[config.mk]
export PLATFORM = sky130hd
export DESIGN_NAME = ex_wb_stage_flat
export DESIGN_NICKNAME = d
export VERILOG_FILES = /design/src/rtl/ex_wb_stage_pkg.sv /design/src/rtl/ex_wb_stage_if.sv /design/src/rtl/ex_wb_stage_alu.sv /design/src/rtl/ex_wb_stage.sv /design/src/flat_wrapper.sv
export SDC_FILE = /design/constraint.sdc
export NUM_CORES = 1
export LEC_CHECK = 0
export CAP_MARGIN = 0
export CORE_ASPECT_RATIO = 1.1
export CORE_MARGIN = 8
export CORE_UTILIZATION = 45
export DETAILED_ROUTE_END_ITERATION = 10
export DONT_BUFFER_PORTS = 1
export PLACE_DENSITY_LB_ADDON = 0.05
export REMOVE_ABC_BUFFERS = 1
export SLEW_MARGIN = 20
export SYNTH_ARGS = -nofsm -noshare
export SYNTH_HDL_FRONTEND = slang
export SYNTH_SLANG_ARGS = --single-unit
[constraint.sdc]
create_clock -name clk -period 2.9 [get_ports clk]
set_clock_uncertainty 0.2 [all_clocks]
set_input_delay 0.725 -clock clk [delete_from_list [all_inputs] [get_ports clk]]
set_output_delay 0.725 -clock clk [all_outputs]
set_load 0.01 [all_outputs]
[src/rtl/ex_wb_stage_pkg.sv]
// rtl/ex_wb_stage_pkg.sv - shared constants, field slices and FSM state type for the EX/WB stage
package ex_wb_stage_pkg;

   localparam int EX_DATA_W       = 8;
   localparam int EX_JADR_W       = 6;
   localparam int EX_FLUSH_CYCLES = 2;

   localparam logic [1:0] OP_MOV = 2'b00;
   localparam logic [1:0] OP_ADD = 2'b01;
   localparam logic [1:0] OP_JMP = 2'b11;

   // inst_code layout: [7:6] op, [5:3] rd, [2:0] rs
   localparam int OP_HI = 7;
   localparam int OP_LO = 6;
   localparam int RD_HI = 5;
   localparam int RD_LO = 3;
   localparam int RS_HI = 2;
   localparam int RS_LO = 0;

   typedef enum logic [1:0] {
      ST_RUN    = 2'd0,
      ST_FLUSH1 = 2'd1,
      ST_FLUSH2 = 2'd2,
      ST_FLUSH3 = 2'd3
   } ex_state_t;

   function automatic logic [2:0] rd_field(input logic [7:0] inst);
      return inst[RD_HI:RD_LO];
   endfunction

endpackage

[src/rtl/ex_wb_stage_if.sv]
// rtl/ex_wb_stage_if.sv - ID/EX bundle in, writeback/forwarding/redirect out
interface ex_wb_stage_if
   import ex_wb_stage_pkg::*;
#(
   parameter int DATA_W = EX_DATA_W,
   parameter int JADR_W = EX_JADR_W
);

   logic [DATA_W-1:0] num1;
   logic [DATA_W-1:0] ImmData_ex;
   logic [7:0]        inst_code_ex;
   logic [JADR_W-1:0] j_adr_ex;
   logic              PCsrc_ex;
   logic              RegWrite_ex;
   logic              Sel1_ex;

   logic              wb_en;
   logic [2:0]        wb_addr;
   logic [DATA_W-1:0] wb_data;
   logic              fwd_valid;
   logic [2:0]        fwd_rd;
   logic [DATA_W-1:0] fwd_data;
   logic              pc_redirect;
   logic [DATA_W-1:0] pc_target;
   logic              flush;
   logic [7:0]        wb_count;

   modport master (
      output num1, ImmData_ex, inst_code_ex, j_adr_ex, PCsrc_ex, RegWrite_ex, Sel1_ex,
      input  wb_en, wb_addr, wb_data, fwd_valid, fwd_rd, fwd_data,
      input  pc_redirect, pc_target, flush, wb_count
   );

   modport slave (
      input  num1, ImmData_ex, inst_code_ex, j_adr_ex, PCsrc_ex, RegWrite_ex, Sel1_ex,
      output wb_en, wb_addr, wb_data, fwd_valid, fwd_rd, fwd_data,
      output pc_redirect, pc_target, flush, wb_count
   );

endinterface

[src/rtl/ex_wb_stage_alu.sv]
// rtl/ex_wb_stage_alu.sv - combinational operand select and wrapping adder
module ex_alu #(
   parameter int DATA_W = 8
) (
   input  logic              sel1,
   input  logic [DATA_W-1:0] num1,
   input  logic [DATA_W-1:0] imm_data,
   output logic [DATA_W-1:0] res
);

   logic [DATA_W-1:0] sum;

   // carry out is deliberately dropped: the result wraps mod 2^DATA_W
   assign sum = num1 + imm_data;
   assign res = sel1 ? sum : imm_data;

endmodule

[src/rtl/ex_wb_stage.sv]
// rtl/ex_wb_stage.sv - execute stage with EX/WB register, forwarding bus and jump flush FSM
module ex_wb_stage
   import ex_wb_stage_pkg::*;
#(
   parameter int DATA_W       = EX_DATA_W,
   parameter int JADR_W       = EX_JADR_W,
   parameter int FLUSH_CYCLES = EX_FLUSH_CYCLES
) (
   input  logic         clk,
   input  logic         reset,
   ex_wb_stage_if.slave bus
);

   ex_state_t         state;
   ex_state_t         state_next;
   logic              live;
   logic [DATA_W-1:0] res;

   logic              wb_en;
   logic [2:0]        wb_addr;
   logic [DATA_W-1:0] wb_data;
   logic [7:0]        wb_count;
   logic              pc_redirect;
   logic [DATA_W-1:0] pc_target;

   logic              wb_en_next;
   logic              redirect_next;
   logic [DATA_W-1:0] target_next;

   logic              unused_inst_bits;
   assign unused_inst_bits = ^{bus.inst_code_ex[OP_HI:OP_LO], bus.inst_code_ex[RS_HI:RS_LO]};

   ex_alu #(.DATA_W(DATA_W)) u_alu (
      .sel1     (bus.Sel1_ex),
      .num1     (bus.num1),
      .imm_data (bus.ImmData_ex),
      .res      (res)
   );

   // only RUN executes; every FLUSHk slot treats the bundle as a bubble
   assign live = (state == ST_RUN);

   always_comb begin
      state_next    = state;
      redirect_next = 1'b0;
      target_next   = pc_target;
      wb_en_next    = 1'b0;
      case (state)
         ST_RUN: begin
            wb_en_next = bus.RegWrite_ex & bus.PCsrc_ex;
            if (!bus.PCsrc_ex) begin
               state_next    = ST_FLUSH1;
               redirect_next = 1'b1;
               target_next   = {{(DATA_W-JADR_W){1'b0}}, bus.j_adr_ex};
            end
         end
         ST_FLUSH1: state_next = (FLUSH_CYCLES > 1) ? ST_FLUSH2 : ST_RUN;
         ST_FLUSH2: state_next = (FLUSH_CYCLES > 2) ? ST_FLUSH3 : ST_RUN;
         ST_FLUSH3: state_next = ST_RUN;
         default:   state_next = ST_RUN;
      endcase
   end

   always_ff @(posedge clk or negedge reset) begin
      if (!reset) begin
         state       <= ST_RUN;
         pc_redirect <= 1'b0;
         pc_target   <= '0;
         wb_en       <= 1'b0;
         wb_addr     <= '0;
         wb_data     <= '0;
         wb_count    <= '0;
      end else begin
         state       <= state_next;
         pc_redirect <= redirect_next;
         pc_target   <= target_next;
         wb_en       <= wb_en_next;
         if (live) begin
            wb_addr <= rd_field(bus.inst_code_ex);
            wb_data <= res;
         end
         if (wb_en_next) begin
            wb_count <= wb_count + 8'd1;
         end
      end
   end

   // forwarding taps the registered writeback, never the raw inputs
   assign bus.wb_en       = wb_en;
   assign bus.wb_addr     = wb_addr;
   assign bus.wb_data     = wb_data;
   assign bus.fwd_valid   = wb_en;
   assign bus.fwd_rd      = wb_addr;
   assign bus.fwd_data    = wb_data;
   assign bus.pc_redirect = pc_redirect;
   assign bus.pc_target   = pc_target;
   assign bus.flush       = (state != ST_RUN);
   assign bus.wb_count    = wb_count;

endmodule

[src/flat_wrapper.sv]
// flat-port wrapper written by rule: the top's interface ports become plain ports
module ex_wb_stage_flat import ex_wb_stage_pkg::*;
#(
   parameter int DATA_W       = EX_DATA_W,
   parameter int JADR_W       = EX_JADR_W,
   parameter int FLUSH_CYCLES = EX_FLUSH_CYCLES
)
  (clk, reset, bus_num1, bus_ImmData_ex, bus_inst_code_ex, bus_j_adr_ex, bus_PCsrc_ex, bus_RegWrite_ex, bus_Sel1_ex, bus_wb_en, bus_wb_addr, bus_wb_data, bus_fwd_valid, bus_fwd_rd, bus_fwd_data, bus_pc_redirect, bus_pc_target, bus_flush, bus_wb_count);
  ex_wb_stage_if #(.DATA_W(DATA_W), .JADR_W(JADR_W)) bus_i ();
  input  logic clk;
  input  logic reset;
  input wire logic [$bits(bus_i.num1)-1:0] bus_num1;
  input wire logic [$bits(bus_i.ImmData_ex)-1:0] bus_ImmData_ex;
  input wire logic [$bits(bus_i.inst_code_ex)-1:0] bus_inst_code_ex;
  input wire logic [$bits(bus_i.j_adr_ex)-1:0] bus_j_adr_ex;
  input wire logic [$bits(bus_i.PCsrc_ex)-1:0] bus_PCsrc_ex;
  input wire logic [$bits(bus_i.RegWrite_ex)-1:0] bus_RegWrite_ex;
  input wire logic [$bits(bus_i.Sel1_ex)-1:0] bus_Sel1_ex;
  output wire logic [$bits(bus_i.wb_en)-1:0] bus_wb_en;
  output wire logic [$bits(bus_i.wb_addr)-1:0] bus_wb_addr;
  output wire logic [$bits(bus_i.wb_data)-1:0] bus_wb_data;
  output wire logic [$bits(bus_i.fwd_valid)-1:0] bus_fwd_valid;
  output wire logic [$bits(bus_i.fwd_rd)-1:0] bus_fwd_rd;
  output wire logic [$bits(bus_i.fwd_data)-1:0] bus_fwd_data;
  output wire logic [$bits(bus_i.pc_redirect)-1:0] bus_pc_redirect;
  output wire logic [$bits(bus_i.pc_target)-1:0] bus_pc_target;
  output wire logic [$bits(bus_i.flush)-1:0] bus_flush;
  output wire logic [$bits(bus_i.wb_count)-1:0] bus_wb_count;
  assign bus_i.num1 = bus_num1;
  assign bus_i.ImmData_ex = bus_ImmData_ex;
  assign bus_i.inst_code_ex = bus_inst_code_ex;
  assign bus_i.j_adr_ex = bus_j_adr_ex;
  assign bus_i.PCsrc_ex = bus_PCsrc_ex;
  assign bus_i.RegWrite_ex = bus_RegWrite_ex;
  assign bus_i.Sel1_ex = bus_Sel1_ex;
  assign bus_wb_en = bus_i.wb_en;
  assign bus_wb_addr = bus_i.wb_addr;
  assign bus_wb_data = bus_i.wb_data;
  assign bus_fwd_valid = bus_i.fwd_valid;
  assign bus_fwd_rd = bus_i.fwd_rd;
  assign bus_fwd_data = bus_i.fwd_data;
  assign bus_pc_redirect = bus_i.pc_redirect;
  assign bus_pc_target = bus_i.pc_target;
  assign bus_flush = bus_i.flush;
  assign bus_wb_count = bus_i.wb_count;
  ex_wb_stage #(.DATA_W(DATA_W), .JADR_W(JADR_W), .FLUSH_CYCLES(FLUSH_CYCLES)) u_core (.clk(clk), .reset(reset), .bus(bus_i));
endmodule
-- Word level (Yosys, flattened, before mapping)
Cells that the tools add are included.
- shift operators: 0
- multiply operators: 0
- mux-type cells: 6
- add/sub/neg operators: 2
- bitwise logic cells: 2
- reduce and logical (&&, ||, !) cells: 4
- equality and inequality tests: 4
- order comparisons: 0
- div/mod/pow operators: 0
- operator list (kind ; count):
    8-bit by 1-bit adder with 8-bit output (second input constant) ; 1
    8-bit adder ; 1
    8-bit two-way mux ; 1
    2-bit one-hot mux with 3 select lines ; 1
    2-bit equality test (second input constant) ; 2
    1-bit two-way mux ; 3
    2-bit by 1-bit equality test with 1-bit output (second input constant) ; 1
    2-bit logical NOT ; 1
    2-bit two-way mux ; 1
    2-bit != test (second input constant) ; 1
    2-bit AND reduction ; 1
    2-bit nonzero test ; 1
    2-bit OR reduction ; 1
    1-bit bitwise AND ; 1
    1-bit inverter ; 1
- latch bits: 0
- input bits: 35
- memories kept: 0
- memory bits (read-only): 0
- output and inout port bits: 42
- flip-flop bits (word level): 29
- RAM bits: 0
- word-level logic and storage cells: 25

-- Longest topological paths before layout
Gate-level depths: netlist of run 1.
- word-level depth: 3
- depth in mapped cells: 8
- gate-level depth less buffers: 8

-- Hierarchy
A second synthesis of run 1 with hierarchy kept.
- cell total of the unflattened synthesis: 148
- area total of the unflattened synthesis: 1674.1 µm²
- modules (own cells, without submodules) (module ; cells each ; seq. area each (µm²) ; instances ; area an instance (µm²)):
    ex_wb_stage ; 91 ; 725.7 ; 1 ; 1228.7
    ex_alu ; 57 ; 0.0 ; 1 ; 445.4

-- Worst setup path after synthesis of run 1
No wires, ideal clock.
- path type: input -> register
- start: in bus_ImmData_ex[0]
- end: reg u_core.wb_data[6] (netlist: u_core.bus.fwd_data[6])
- path slack: 400 ps
- data arrival time: 2232 ps
- buffers on the path: 0
- stages: 8
- setup time: 69 ps
- cells stage by stage: ha_1 inv_1 fa_1 nor2b_4 o31a_1 o21a_1 or4_1 nand3_1
- cells in the longest elaborated chain, start to end: 2
- ends and longest elaborated chain (what ; RTL line ; text):
    start, declared ; flat_wrapper.sv:13 ; input wire logic [$bits(bus_i.ImmData_ex)-1:0] bus_ImmData_ex;
    8-bit adder ; ex_wb_stage_alu.sv:14 ; assign sum = num1 + imm_data;
    8-bit two-way mux ; ex_wb_stage_alu.sv:15 ; assign res = sel1 ? sum : imm_data;
    end signal, assigned ; ex_wb_stage.sv:80 ; wb_data <= res;
    end, declared ; ex_wb_stage.sv:21 ; logic [DATA_W-1:0] wb_data;
No other way between the ends.
A chain may end at the register's enable or synchronous reset.

-- Worst setup path after layout of run 1
Same ends and word-level chain as after synthesis.

==> results.sh, run 1 <==
export IMPL_critPathKind="primary input to register"
export IMPL_worstSetupEndpointType="register"
export IMPL_antenna_found_initial=0
export IMPL_seq_area_sq_um=726
export IMPL_ys_async_sr_fraction=1.00
export IMPL_ant_nets=0
export IMPL_drive_gt1_frac=0.144
export IMPL_root_buffer="clkbuf_8"
export IMPL_fp_dieW_microns=73.1
export IMPL_num_vias=1065
export IMPL_netlist_area_sq_um=1620
export IMPL_viasPerCell=5.25
export IMPL_worstPathCellList="ha_1, inv_1, fa_1, nor2b_4, o31a_1, o21a_1, or4_1, nand3_1"
export IMPL_grt_pass1_wl_mm=5.75
export IMPL_ir_drop_mv=0.334
export IMPL_insertion_delay_ns=0.27
export IMPL_timing_fmax_mhz=432
export IMPL_setup_viol=0
export IMPL_cts_made_buffers=5
export IMPL_hpwlAfterDp_mm=2.67
export IMPL_syn_area_per_cell_sq_um=10.2
export IMPL_rsz0062_at_grt="false"
export IMPL_detail_route_iter0_violations=61
export IMPL_crit_buf_inv=1
export IMPL_synth_warnings=0
export IMPL_num_rows=23
export IMPL_fin_crit_ns=2.31
export IMPL_gr_usage_met3=0.0693
export IMPL_io_buffers=0
export IMPL_synthCells=159
export IMPL_globalRouteMet1Util=0.134
export IMPL_slew_viol_final=0
export IMPL_drv_cap=0
export IMPL_die_area_sq_um=5770
export IMPL_p_total_mw=1.24
export IMPL_synth_edf_count=0
export IMPL_ys_flop_type="dfrtp_1"
export IMPL_cts_buffer_depth=2
export IMPL_grt_max_degree=30
export IMPL_cp_slowest_stage_delay_ns=0.46
export IMPL_first_pass_iters=3
export IMPL_num_fill_cells=361
export IMPL_post_route_drc_count=0
export IMPL_cts_tree="yes"
export IMPL_synth_seq_area_share=0.449
export IMPL_diodes=0
export IMPL_busiest_layer="met2"
export IMPL_start_util=0.457
export IMPL_cp_top_family="simple AND/OR/NAND/NOR gates"
export IMPL_tns_ns=0
export IMPL_start_kind="primary input"
export IMPL_synth_distinct_cells=35
export IMPL_final_net_count=196
export IMPL_powerDensity_nw_per_um2=735
export IMPL_hold_viol_final=0
export IMPL_multi_input_area_sq_um=754
export IMPL_grt_total_usage=0.128
export IMPL_synth_ff_latch_count=29
export IMPL_globalplace_congestion=0.754
export IMPL_hold_class="primary input to asynchronous set/reset pin"
export IMPL_grtUsageMet2=0.214
export IMPL_clk_pin_slew_ns=0.07
export IMPL_critPathSlowestCell="or4_1"
export IMPL_cts_sinks=29
export IMPL_p_leak_nw=0.771
export IMPL_crit_fanout=3
export IMPL_cts_htree_levels=2
export IMPL_die_h_microns=78.9
export IMPL_grt_overflow=0
export IMPL_core_area_sq_um=3540
export IMPL_num_io_pins=77
export IMPL_rrSetupSlack_ns=1.06
export IMPL_grt_pass1_vias=1185
export IMPL_totalWireLength_mm=3.43
export IMPL_cts_resized=0
export IMPL_status="completed"
export IMPL_arrival_ns=2.33
export IMPL_finalCritPeriodShare=0.798
export IMPL_wire_per_inst_microns=16.9
export IMPL_synthToLayoutAreaGrowth_pct=4.10
export IMPL_required_ns=2.91
## path summary, 6_finish.rpt
check,from,endpoint,depth (start not counted)
min in group clk,u_core.state[1],u_core.state[1],1
max reg2reg,u_core.state[0],u_core.bus.fwd_data[6],5
min,reset,u_core.bus.fwd_rd[2],1
min reg2reg,u_core.state[1],u_core.state[1],1
max in group asynchronous,reset,u_core.bus.pc_target[3],1
max,bus_ImmData_ex[0],u_core.bus.fwd_data[6],8
## timing repair
item / in CTS / in global routing
hold buffers: 1 / 0
setup buffers: 0 / 0
setup endpoints to repair: 0 / 0
endpoints found under the hold margin: 29 / 0
## cell usage after synthesis (2+ instances only)
| library cell | count | area (sq um) |
|---|---|---|
| a21oi_1 | 7 | 35.0 |
| and3_1 | 5 | 31.3 |
| buf_1 | 2 | 7.51 |
| buf_4 | 14 | 105 |
| dfrtp_1 | 29 | 726 |
| ha_1 | 8 | 100 |
| inv_1 | 5 | 18.8 |
| mux2_2 | 7 | 78.8 |
| mux2i_1 | 5 | 50.1 |
| nand2_1 | 23 | 86.3 |
| nand3_1 | 3 | 15.0 |
| nand4_1 | 3 | 18.8 |
| nor2_1 | 3 | 11.3 |
| nor2_2 | 2 | 12.5 |
| nor2b_1 | 2 | 12.5 |
| nor3b_1 | 4 | 30.0 |
| o21a_1 | 2 | 15.0 |
| o21ai_0 | 10 | 50.1 |
| or4_1 | 2 | 15.0 |
| xnor2_1 | 8 | 70.1 |
## state kept, by name (all words and copies together), names as in the netlist
| name | flops |
|---|---|
| u_core.state | 2 |
| u_core.bus.pc_redirect | 1 |
| u_core.bus.pc_target | 6 |
| u_core.bus.wb_count | 8 |
| u_core.bus.fwd_data | 8 |
| u_core.bus.fwd_rd | 3 |
| u_core.bus.fwd_valid | 1 |
## cells by family (layout without fill, tap and decap cells)
group           after synthesis  in the layout  share of synthesized area
buf+inv                      23             16                     0.0867
flops                        29             29                      0.449
mux                          12             12                     0.0797
simple gates                 51             51                      0.164
other cells                   1              2                    0.00232
fa+ha+maj                     9              9                     0.0743
xor+xnor                      9              9                     0.0488
compound gates               25             25                     0.0952
## worst register-to-register path, stage by stage, from the launching register on
cell,delay [ns]
dfrtp_1,0.40
nor2_2,0.13
inv_1,0.21
buf_4,0.25
or4_1,0.50
nand3_1,0.09
## routing by layer
metal,share of wire,vias to the layer above
met5,0,-
met4,0.0085,0
met3,0.12,4
met2,0.50,38
met1,0.37,505
li1,-,518
## through the flow
step	utilization	hold slack (ns)	instances	cell area (sq um)	worst slack (ns)
finish	0.475	0.0655	203	1680	0.585
global route	0.475	0.0667	203	1680	0.480
CTS	0.475	0.0617	203	1680	0.591
detailed placement	0.445	0.230	194	1580	0.302
global placement	0.445	0.230	194	1580	0.301
floorplan	-	0.229	142	1500	0.399
## power by group
part / internal (mW) / switching [mW] / total, mW
sequential: 0.507 / 0.174 / 0.681
combinational: 0.118 / 0.118 / 0.236
clock: 0.165 / 0.155 / 0.320
## cell usage in the layout (no fill, tap or decap), types with 3 or more instances in the layout
| cell | netlist | final |
|---|---|---|
| nand2_1 | 23 | 23 |
| nand4_1 | 3 | 3 |
| mux2_2 | 7 | 7 |
| nor2_1 | 3 | 3 |
| a21oi_1 | 7 | 7 |
| nor3b_1 | 4 | 4 |
| xnor2_1 | 8 | 8 |
| dfrtp_1 | 29 | 29 |
| and3_1 | 5 | 5 |
| ha_1 | 8 | 8 |
| nand3_1 | 3 | 3 |
| inv_1 | 5 | 5 |
| clkbuf_8 | 0 | 5 |
| mux2i_1 | 5 | 5 |
| o21ai_0 | 10 | 10 |
## area by class of cell
class,count,share of cell area
clock buffers,5,0.0409
well taps,50,0.0372
inverters,5,0.0112
clock inverters,3,0.0104
flip-flops and latches,29,0.431
repair buffers,3,0.0208
multi-input cells,108,0.448
Note: power is estimated with default switching activity, not from simulation.
==> inputs of run 2 (changes only) <==
- clock period: 2.9 -> 2.1 ns (I/O delays scaled with it)
==> run 2 against run 1 <==
  * Final area increased by 6.6%
  * Clock power increased by 90%
  * Routed wire length increased by 4.0%
  * Setup slack got worse by 0.53 ns
  * Critical endpoint unchanged
  * Hold slack improved by 0.035 ns
==> results.sh, run 2 (synthesized netlist as in run 1, its figures left out) <==
export IMPL_viasPerCell=5.31
export IMPL_setup_viol=0
export IMPL_required_ns=2.12
export IMPL_io_buffers=0
export IMPL_antenna_found_initial=0
export IMPL_detail_route_iter0_violations=75
export IMPL_r2r_start="u_core.state[0]"
export IMPL_setup_ws_ns=0.0580
export IMPL_power_frac_seq=0.494
export IMPL_regToRegEndpoint="u_core.bus.pc_target[3]"
export IMPL_post_route_drc_count=0
export IMPL_final_common_cell="dfrtp_1"
export IMPL_cts_tree="yes"
export IMPL_die_area_sq_um=5770
export IMPL_grt_pass1_vias=1192
export IMPL_die_h_microns=78.9
export IMPL_hold_class="primary input to register"
export IMPL_p_clk_frac=0.318
export IMPL_p_sw_mw=0.636
export IMPL_hold_slack_ns=0.100
export IMPL_worstSetupEndpointType="register"
export IMPL_drive_gt1_frac=0.191
export IMPL_p_leak_nw=0.829
export IMPL_grt_overflow=0
export IMPL_worstHoldPathCells=1
export IMPL_root_buffer="clkbuf_8"
export IMPL_pre_cts_ws_ns=-0.250
export IMPL_cts_buffer_depth=2
export IMPL_hold_start="bus_PCsrc_ex"
export IMPL_cts_made_buffers=5
export IMPL_cts_htree_levels=2
export IMPL_p_int_mw=1.27
export IMPL_totalWireLength_mm=3.56
export IMPL_wire_per_inst_microns=16.8
export IMPL_slew_viol_final=0
export IMPL_post_cts_buffers=0
export IMPL_critPathSlowestCell="or4_1"
export IMPL_p_comb_frac=0.188
export IMPL_holdPathEnd="u_core.state[0]"
export IMPL_num_rows=23
export IMPL_diodes=0
export IMPL_multi_input_area_sq_um=762
export IMPL_crit_fanout=2
export IMPL_fin_util=0.507
export IMPL_critPathKind="primary input to register"
export IMPL_ant_nets=0
export IMPL_num_io_pins=77
export IMPL_clk_pin_slew_ns=0.07
export IMPL_core_area_sq_um=3540
export IMPL_grt_total_usage=0.135
export IMPL_cts_sinks=29
export IMPL_synthToLayoutAreaGrowth_pct=11.0
export IMPL_finalCritPeriodShare=0.972
export IMPL_switching_share=0.334
export IMPL_start_kind="primary input"
export IMPL_worstPathCellList="ha_1, inv_1, fa_2, nor2b_4, o31a_1, o21a_1, or4_1, nand3_1"
export IMPL_powerDensity_nw_per_um2=1060
export IMPL_fin_crit_ns=2.04
export IMPL_globalplace_congestion=0.753
export IMPL_start_util=0.457
export IMPL_mostFrequentLayoutCells="dfrtp_1, nand2_1, o21ai_0, buf_4"
export IMPL_tns_ns=0
export IMPL_final_net_count=205
export IMPL_hpwlAfterDp_mm=2.76
export IMPL_rsz0062_at_grt="true"
export IMPL_drv_cap=0
export IMPL_reg2reg_depth=4
export IMPL_insertion_delay_ns=0.28
export IMPL_seq_area_sq_um=726
export IMPL_grt_pass1_wl_mm=5.96
export IMPL_status="completed"
export IMPL_cp_slowest_stage_delay_ns=0.47
export IMPL_timing_fmax_mhz=490
export IMPL_hold_viol_final=0
export IMPL_arrival_ns=2.06
export IMPL_first_pass_iters=4
export IMPL_fp_dieW_microns=73.1
export IMPL_ir_drop_mv=0.587
export IMPL_rrSetupSlack_ns=0.37
export IMPL_num_fill_cells=342
export IMPL_num_vias=1126
export IMPL_grt_max_degree=30
==> run 2: cell types whose count changed in the layout (fill, tap and decap cells not counted) <==
cell / change
nor2_4: +1
clkinv_2: -2
fa_1: -1
clkbuf_8: +1
fa_2: +1
nor2_2: -1
dlygate4sd3_1: +1
bufinv_16: +1
buf_4: +8
==> run 2: power groups by stage <==
stage	sequential (mW)	combinational [mW]	clock, mW
floorplan	0.912	0.257	0
global placement	0.954	0.331	0
detailed placement	0.958	0.346	0
CTS	0.949	0.364	0.626
global route	0.973	0.413	0.647
finish	0.942	0.358	0.607
==> run 2: repair_timing <==
action,4_1_cts,5_1_grt
setup endpoints to repair,0,2
gates resized for setup,0,2
hold buffers,2,0
hold endpoints to repair,29,0
==> run 2: layout make-up <==
cell class,instances,share of cell area
Clock buffer,6,0.0460
Clock inverter,2,0.0209
Inverter,5,0.0105
Multi-Input combinational cell,108,0.425
Sequential cell,29,0.404
Tap cell,50,0.0349
Timing Repair Buffer,12,0.0586
==> run 2: critical path: cells and delay by family <==
family	cells	cell delay (ns)
AO/OA/AOI/OAI	2	0.44
adder cells (fa/ha/maj)	2	0.41
buffers and inverters	1	0.07
AND/OR/NAND/NOR	3	0.60
==> run 2: per-stage QoR <==
stage                     total power [mW]  std cells  area (sq um)
after floorplan                       1.17        142          1500
after global placement                1.28        202          1640
after detailed placement              1.30        202          1640
after CTS                             1.94        212          1790
after global routing                  2.03        212          1790
final                                 1.91        212          1790
==> run 2: layer usage <==
| metal | vias up | GRT usage | part of all wire |
|---|---|---|---|
| met5 | - | 0 | 0 |
| met3 | 4 | 0.0756 | 0.13 |
| met4 | 0 | 0.0601 | 0.015 |
| met1 | 539 | 0.135 | 0.35 |
| met2 | 46 | 0.223 | 0.50 |
| li1 | 537 | - | - |
==> run 2: how the worst max path moves through the flow <==
stage	start	end	slack (ns)
after floorplan	bus_ImmData_ex[0]	u_core.bus.fwd_data[6]	-0.20
after global placement	bus_ImmData_ex[0]	u_core.bus.fwd_data[6]	-0.25
after detailed placement	bus_ImmData_ex[0]	u_core.bus.fwd_data[6]	-0.25
after CTS	u_core.state[0]	bus_flush	0.04
after global routing	bus_ImmData_ex[0]	u_core.bus.fwd_data[6]	-0.003
final	bus_ImmData_ex[0]	u_core.bus.fwd_data[6]	0.06
==> inputs of run 3 (changes only) <==
- CORE_UTILIZATION: 45 -> 56
==> run 3 against run 2 <==
  * Sequential cell count stayed put
  * Non-clock buffer count is 2 lower
  * Global-route usage is 1.1 points higher
  * Utilization is 11 points higher
  * Critical path type unchanged
  * Count of clock-buffer cells in the layout is 1 higher
  * Hold slack worse by 0.041 ns
  * Sequential share of layout area is 2.2 points higher
  * Via count is 3.3% lower
  * Critical endpoint unchanged
  * Final area is 5.2% lower
  * Largest cell class unchanged
  * Highest routed layer unchanged
  * Maximum frequency is 2.2% higher
==> results.sh, run 3 (synthesized netlist as in run 1, its figures left out) <==
export IMPL_fp_dieW_microns=67.2
export IMPL_core_area_sq_um=2750
export IMPL_post_route_drc_count=0
export IMPL_ir_drop_mv=0.733
export IMPL_antenna_found_initial=0
export IMPL_viasPerCell=5.64
export IMPL_root_buffer="clkbuf_4"
export IMPL_regToRegEndpoint="u_core.bus.fwd_data[6]"
export IMPL_setup_viol=0
export IMPL_drive_gt1_frac=0.175
export IMPL_grt_max_degree=30
export IMPL_powerDensity_nw_per_um2=984
export IMPL_seq_area_sq_um=726
export IMPL_rrSetupSlack_ns=0.40
export IMPL_worstHoldPathCells=1
export IMPL_slew_viol_final=0
export IMPL_cts_buffer_depth=2
export IMPL_drv_cap=0
export IMPL_die_h_microns=72.4
export IMPL_critPathSlowestCell="or4_1"
export IMPL_final_common_cell="dfrtp_1"
export IMPL_grt_total_usage=0.146
export IMPL_cts_made_buffers=5
export IMPL_wire_per_inst_microns=17.3
export IMPL_cts_htree_levels=2
export IMPL_critPathKind="primary input to register"
export IMPL_required_ns=2.16
export IMPL_worstSetupEndpointType="register"
export IMPL_start_util=0.587
export IMPL_crit_fanout=2
export IMPL_p_leak_nw=0.803
export IMPL_dp_cells=183
export IMPL_finalNonFillerCells=193
export IMPL_arrival_ns=2.06
export IMPL_globalplace_congestion=0.748
export IMPL_totalWireLength_mm=3.34
export IMPL_grt_overflow=0
export IMPL_reg2reg_depth=5
export IMPL_ant_nets=0
export IMPL_clk_pin_slew_ns=0.09
export IMPL_die_area_sq_um=4860
export IMPL_cts_tree="yes"
export IMPL_mostFrequentLayoutCells="dfrtp_1, nand2_1, o21ai_0"
export IMPL_endpoint="u_core.bus.fwd_data[6]"
export IMPL_cp_slowest_stage_delay_ns=0.46
export IMPL_diodes=0
export IMPL_grt_pass1_vias=1136
export IMPL_finalCritPeriodShare=0.952
export IMPL_cts_resized=0
export IMPL_fin_crit_ns=2.00
export IMPL_worstPathCellList="ha_1, inv_1, fa_1, nor2b_4, o31a_1, o21a_1, or4_1, nand3_1"
export IMPL_cts_sinks=29
export IMPL_timing_fmax_mhz=500
export IMPL_r2r_start="u_core.state[0]"
export IMPL_detail_route_iter0_violations=98
export IMPL_first_pass_iters=4
export IMPL_io_buffers=0
export IMPL_num_rows=20
export IMPL_num_fill_cells=252
export IMPL_synthToLayoutAreaGrowth_pct=5.19
export IMPL_tns_ns=0
export IMPL_final_net_count=203
export IMPL_post_cts_buffers=0
export IMPL_grt_pass1_wl_mm=5.52
export IMPL_status="completed"
export IMPL_rsz0062_at_grt="false"
export IMPL_hold_viol_final=0
export IMPL_insertion_delay_ns=0.33
export IMPL_multi_input_area_sq_um=754
export IMPL_start_kind="primary input"
export IMPL_hold_class="primary input to register"
export IMPL_crit_start="bus_ImmData_ex[0]"
export IMPL_num_io_pins=77
export IMPL_num_vias=1089
export IMPL_hpwlAfterDp_mm=2.64
[run 3: what timing repair did]
action,in CTS,in global routing
hold buffers,2,0
endpoints found under the hold margin,29,0
setup endpoints to repair,0,0
[run 3: metal layers]
layer  vias to the layer above  GRT usage  share of wire
met4                         0     0.0628          0.015
met2                        47      0.236           0.50
li1                        533          -              -
met1                       502      0.173           0.39
met3                         7     0.0462          0.096
met5                         -          0              0
[run 3: cell type report]
| type | count | area share |
|---|---|---|
| Multi-Input combinational cell | 108 | 0.444 |
| Timing Repair Buffer | 10 | 0.0530 |
| Sequential cell | 29 | 0.427 |
| Tap cell | 33 | 0.0243 |
| Clock buffer | 7 | 0.0383 |
| Inverter | 5 | 0.0110 |
| Clock inverter | 1 | 0.00294 |
[run 3: stage by stage]
stage | total power [mW] | hold WS (ns) | area, sq um | util | setup slack (ns)
6_report | 1.67 | 0.0590 | 1700 | 0.618 | 0.101
5_1_grt | 1.78 | 0.0582 | 1700 | 0.618 | 0.0495
4_1_cts | 1.70 | 0.0448 | 1700 | 0.618 | 0.109
3_5_place_dp | 1.29 | 0.0300 | 1600 | 0.581 | -0.233
3_3_place_gp | 1.27 | 0.0301 | 1600 | 0.581 | -0.227
2_1_floorplan | 1.17 | 0.0294 | 1500 | - | -0.201
[run 3: worst max-delay path, delay by kind of cell]
kind,cells,cell delay [ns]
AO/OA/AOI/OAI,2,0.44
AND/OR/NAND/NOR,3,0.60
adder cells (fa/ha/maj),2,0.42
buffers and inverters,1,0.07
[run 3: worst min path at each step]
stage / startpoint / endpoint / slack [ns]
after global routing: bus_PCsrc_ex / u_core.state[0] / 0.06
after global placement: reset / u_core.bus.pc_target[1] / 0.03
after CTS: bus_PCsrc_ex / u_core.state[0] / 0.04
after floorplan: reset / u_core.bus.fwd_data[0] / 0.03
final: bus_PCsrc_ex / u_core.state[0] / 0.06
after detailed placement: reset / u_core.bus.pc_target[0] / 0.03
[run 3: report_power, final]
| part | switching [mW] | internal [mW] | total, mW |
|---|---|---|---|
| sequential | 0.239 | 0.699 | 0.937 |
| combinational | 0.168 | 0.179 | 0.347 |
| clock | 0.195 | 0.194 | 0.389 |
